$ cat src/rtl/uintm_alu_pipe.sv
// uintm_alu_pipe: two-stage registered ALU front end (add/sub/mul/and/or/xor).
// Stage 1 registers the operation; stage 2 registers the modulo-2^BITS result.
// Both ends use valid/ready; one operation per cycle when unstalled.
module uintm_alu_pipe #(
  parameter int unsigned BITS = 8
) (
  input  logic            clk,
  input  logic            rst,
  input  logic            in_valid,
  output logic            in_ready,
  input  logic [2:0]      in_op,
  input  logic [BITS-1:0] in_x,
  input  logic [BITS-1:0] in_y,
  output logic            out_valid,
  input  logic            out_ready,
  output logic [BITS-1:0] out_result,
  output logic [2:0]      out_op,
  output logic            out_err
);

  localparam logic [2:0] OP_ADD = 3'd0;
  localparam logic [2:0] OP_SUB = 3'd1;
  localparam logic [2:0] OP_MUL = 3'd2;
  localparam logic [2:0] OP_AND = 3'd3;
  localparam logic [2:0] OP_OR  = 3'd4;
  localparam logic [2:0] OP_XOR = 3'd5;

  logic            s1_valid;
  logic [2:0]      s1_op;
  logic [BITS-1:0] s1_x;
  logic [BITS-1:0] s1_y;
  logic            s2_valid;

  logic            s2_free;
  logic            s1_adv;
  logic            in_xfer;
  logic            out_xfer;

  logic [BITS-1:0] alu_res;
  logic            alu_err;

  // Stage handshake: in_ready looks through to out_ready (no skid buffer).
  always_comb begin
    s2_free   = !s2_valid || out_ready;
    s1_adv    = s1_valid && s2_free;
    in_ready  = !s1_valid || s2_free;
    in_xfer   = in_valid && in_ready;
    out_xfer  = s2_valid && out_ready;
    out_valid = s2_valid;
  end

  // Stage 1: capture operation on input transfer, release when it moves to stage 2.
  always_ff @(posedge clk) begin
    if (rst) begin
      s1_valid <= 1'b0;
      s1_op    <= '0;
      s1_x     <= '0;
      s1_y     <= '0;
    end else if (in_xfer) begin
      s1_valid <= 1'b1;
      s1_op    <= in_op;
      s1_x     <= in_x;
      s1_y     <= in_y;
    end else if (s1_adv) begin
      s1_valid <= 1'b0;
    end
  end

  // ALU: results truncate to BITS; opcodes 6/7 flag an error with a zero result.
  always_comb begin
    alu_res = '0;
    alu_err = 1'b0;
    case (s1_op)
      OP_ADD:  alu_res = s1_x + s1_y;
      OP_SUB:  alu_res = s1_x - s1_y;
      OP_MUL:  alu_res = s1_x * s1_y;
      OP_AND:  alu_res = s1_x & s1_y;
      OP_OR:   alu_res = s1_x | s1_y;
      OP_XOR:  alu_res = s1_x ^ s1_y;
      default: begin
        alu_res = '0;
        alu_err = 1'b1;
      end
    endcase
  end

  // Stage 2: load on advance; on output transfer only drop valid, payload stays put.
  always_ff @(posedge clk) begin
    if (rst) begin
      s2_valid   <= 1'b0;
      out_result <= '0;
      out_op     <= '0;
      out_err    <= 1'b0;
    end else if (s1_adv) begin
      s2_valid   <= 1'b1;
      out_result <= alu_res;
      out_op     <= s1_op;
      out_err    <= alu_err;
    end else if (out_xfer) begin
      s2_valid   <= 1'b0;
    end
  end

endmodule

$ cat config.mk
export PLATFORM = sky130hd
export DESIGN_NAME = uintm_alu_pipe
export DESIGN_NICKNAME = d
export VERILOG_FILES = /design/src/rtl/uintm_alu_pipe.sv
export SDC_FILE = /design/constraint.sdc
export NUM_CORES = 1
export LEC_CHECK = 0
export BUFFER_PORTS_ARGS = -buffer_cell sky130_fd_sc_hd__buf_2
export CAP_MARGIN = 10
export CORE_ASPECT_RATIO = 1.25
export CORE_MARGIN = 5
export CORE_UTILIZATION = 45
export CTS_CLUSTER_SIZE = 16
export DETAILED_ROUTE_END_ITERATION = 8
export GPL_TIMING_DRIVEN = 1
export PLACE_DENSITY = 0.61
export RECOVER_POWER = 100
export SETUP_SLACK_MARGIN = 0.05
export SLEW_MARGIN = 0
export SYNTH_ARGS = -nofsm -noshare
export SYNTH_HDL_FRONTEND = slang
export SYNTH_SLANG_ARGS = --single-unit
$ cat constraint.sdc
create_clock -name clk -period 9.23 [get_ports clk]
set_input_delay 1.3845 -clock clk [delete_from_list [all_inputs] [get_ports clk]]
set_output_delay 1.3845 -clock clk [all_outputs]
set_load 0.005 [all_outputs]
### After elaboration in Yosys (flattened, before gate mapping)

Cells that the tools add are included.

* bits in registers: 33

* add/sub/neg operators: 2
* multipliers: 1
* eq/ne operators: 5
* multiplexer cells: 6
* bitwise operators: 3
* reductions and logical operators: 11

Operator list (count)
* case mux 8 bit (6 select lines): 1
* adder 8 bit: 1
* bitwise AND 8 bit: 1
* multiplier 8 x 8 -> 8 bit: 1
* bitwise OR 8 bit: 1
* subtractor 8 bit: 1
* XOR 8 bit: 1
* equality test 3 x 2 -> 1 bit (second input constant): 2
* equality test 3 bit (second input constant): 2
* OR reduction 6 bit: 1
* two-way mux 1 bit: 5
* nonzero test 2 bit: 2
* equality test 3 x 1 -> 1 bit (second input constant): 1
* logical AND 1 bit: 3
* zero test 3 bit: 1
* zero test 1 bit: 2
* logical OR 1 bit: 2

### Longest topological paths before layout

* depth in word-level cells: 5
* mapped depth: 17

### Worst setup path after synthesis

No wires, ideal clock.

* path type: reg-to-reg
* from: register s1_y[4]
* to: register out_result[7]
* library setup time: 69 ps
* data arrival time: 4349 ps
* setup slack: 4812 ps
* stages on the path, launching flop included: 17
* clock period less this slack: 4418 ps
* path through: dfxtp_1 clkbuf_1 nand2_1 fa_1 fa_1 inv_1 fa_1 inv_1 fa_1 inv_1 ha_1 a21oi_1 xnor3_1 xnor3_1 a211oi_1 or4_1 o21ai_1

* cells in the longest elaborated chain, start to end: 2
* elaborated cells on any way between the ends: 4

RTL lines
* start, declared: line 31 `logic [BITS-1:0] s1_y;`
* start signal, assigned: line 63 `s1_y <= in_y;`
* multiplier 8 x 8 -> 8 bit, or another cell as far along: line 76 `OP_MUL: alu_res = s1_x * s1_y;`
* case mux 8 bit (6 select lines) *: line 73 `case (s1_op)`
* end signal, assigned: line 96 `out_result <= alu_res;`
* end, declared: line 16 `output logic [BITS-1:0] out_result,`

Every way passes the cells marked *; elsewhere a longest branch is shown, timed or not.
A chain may end at the register's enable or synchronous reset.

### Worst setup path in the final report

* from: register s1_y[3]
* to: register out_result[7]

Same word-level chain as after synthesis.

==> out/metrics.csv <==
metric;value;unit
Routed WL per cell;14.4;um
post-route ant nets;0;
final cycle utilization of the critical path;0.504;
CTS sink cnt;33;
post-route cell area;3300;um^2
largest net degree at the start of global routing;35;
Vias/cell;5.15;
critical path type;flip-flop to flip-flop;
post-cts resize count;0;
vias in the first global route;2574;
YS warnings;0;
CTS Buf Count;5;
WHS;454;ps
worst r2r src;s1_y[3];
WHS Endpoint;out_op[2];
P&R area growth vs syn;9.51;%
initial antenna violation count;0;
Worst-Margin Slew;1430;ps
Bufs on Longest Clock Path;2;
DP Area;3210;um^2
Max Transition Viols Final;0;
Setup Viol. Count Final;0;
crit start category;flip-flop;
Final Skew;4.55;ps
H-tree depth;2;
Hold Crit Class;flip-flop to flip-flop;
routability cong.;0.927;
DIE HEIGHT;102;um
drt total wl;7280;um
pre-CTS setup slack;4600;ps
CTS tree;done;
Max Fclk;0.215;GHz
Mapped Area;3010;um^2
final non-filler cell total;504;
Setup WS post-layout;4580;ps
Max-slew headroom;0.0438;
Total GRT Usage;0.181;
post-cts hold buffer count;0;
Clock Latency Late Sink;290;ps
DP Cell Count;496;
most frequent cells in the layout;nand2_1, inv_1, ha_1;
ANT cells;0;
row cnt;33;
PortBufs;36;
number of max-cap violations;0;
worst min-delay path startpoint;out_op[2];
RSZ-0062 raised after global routing;false;
Syn Nets;467;
fin crit period;4650;ps
num ports;37;
Die ar.;8440;um^2
cells after synthesis;391;
reg2reg end;out_result[7];
most used flip-flop cell after synthesis;dfxtp_1;
cell area power density;122;nW/um^2
WHS Path Cells;2;
DR vias;2596;
run status;complete, no violations;
Die Wd;83.2;um
CP arrival;4850;ps
share of cells above drive strength 1;0.0935;
Final HPWL DP;5690;um
element type at the critical path end;flip-flop;
Root Driver;clkbuf_8;
Total Nets Final;492;
Post-synth EDFFs;0;
Peak VDD IR;0.107;mV
Tot Pwr;0.402;mW
count of different cell masters after synthesis;43;
DRC errors left;0;
CP Data Required Time;9430;ps
R2R depth;16;
R2R Setup Slk;4580;ps
Starting Density;0.459;
first-pass GRT wire length;12300;um
1st-iter DRT viols;112;
final hold viol count;0;
Clock transition at path regs;70;ps
P_leak;1.51;nW
ys async rst share;0;
FF+latch count, synth;33;
Post-Syn Area per Cell;7.71;um^2
Setup TNS;0;ps
leading cell type in the layout, fill and taps excluded;nand2_1;
sequential share of the synthesized area;0.219;
core area;6570;um^2
Layout Utilization;0.503;
setup bufs post-CTS;0;
CP Max Fanout;8;
GRT overflow;0;
first-pass iteration count of the detailed router;4;
==> synthesized netlist by cell type, types with 2 or more instances <==
cell,n,share of area
a211oi_1,6,0.015
a21o_1,3,0.0075
a21oi_1,39,0.065
a22oi_1,4,0.010
a31oi_1,2,0.0042
and2_1,2,0.0042
buf_6,3,0.011
clkbuf_1,14,0.017
dfxtp_1,33,0.22
fa_1,13,0.086
ha_1,40,0.17
inv_1,48,0.060
mux2_2,2,0.0075
mux2i_1,2,0.0066
nand2_1,68,0.085
nand2_4,2,0.0075
nand3_1,6,0.010
nor2_1,36,0.045
nor2b_1,5,0.010
nor3_1,7,0.012
o211ai_1,3,0.0075
o21ai_0,7,0.012
o21ai_1,3,0.0050
or3_1,3,0.0062
xnor2_1,16,0.046
xnor3_1,2,0.015
xor2_1,6,0.017
==> worst max-delay path, stage by stage, from the launching register on <==
cell      delay (ps)
dfxtp_1          510
ha_1             250
inv_1             60
fa_1             490
inv_1             40
ha_1             290
fa_1             530
inv_1             50
fa_1             520
inv_1             50
ha_1             310
a21oi_1          190
xnor3_1          240
xnor3_1          370
a211oi_1          70
or4_1            490
o21ai_0           80
==> sequential cells by signal, summed over array words and instances (netlist names) <==
name / flops
out_err: 1
s1_op: 3
out_op: 3
s1_x: 8
out_result: 8
s1_valid: 1
out_valid: 1
s1_y: 8
==> cell families (layout without fill, tap and decap cells) <==
family,after synthesis,after routing,synth area share
simple gates,135,135,0.193
compound gates,74,74,0.144
buf+inv,67,93,0.0926
fa+ha+maj,53,53,0.252
flops,33,33,0.219
xor+xnor,25,25,0.0843
mux,4,4,0.0141
==> routing by layer <==
| metal | vias to the layer above | part of all wire | wire length, um | track usage |
|---|---|---|---|---|
| met3 | 17 | 0.030 | 220 | 0.0187 |
| li1 | 1325 | - | - | - |
| met2 | 51 | 0.49 | 3580 | 0.319 |
| met4 | 0 | 0.032 | 233 | 0.0792 |
| met1 | 1203 | 0.45 | 3250 | 0.225 |
| met5 | - | 0 | 0 | 0 |
==> report_power, final <==
group	total (mW)	leakage, nW	switching [mW]	internal, mW
combinational	0.114	1.19	0.0639	0.0504
clock	0.122	0.0542	0.0543	0.0674
sequential	0.166	0.271	0.0145	0.151
total	0.402	1.51	0.133	0.269
==> final cells by class <==
cell class              instances  area (um^2)
fillers                       661         3260
multi-input cells             291         2070
flip-flops and latches         33          661
inverters                      48          180
repair buffers                 37          175
well taps                      87          109
clock buffers                   7         96.3
clock inverters                 1         5.00
==> how the worst max path moves through the flow <==
stage            start            end
2_1_floorplan  s1_y[4]  out_result[7]
3_3_place_gp   s1_y[3]  out_result[7]
3_5_place_dp   s1_y[3]  out_result[7]
4_1_cts        s1_y[3]  out_result[7]
5_1_grt        s1_y[4]  out_result[7]
6_report       s1_y[3]  out_result[7]
Note: power is estimated with default switching activity, not from simulation.
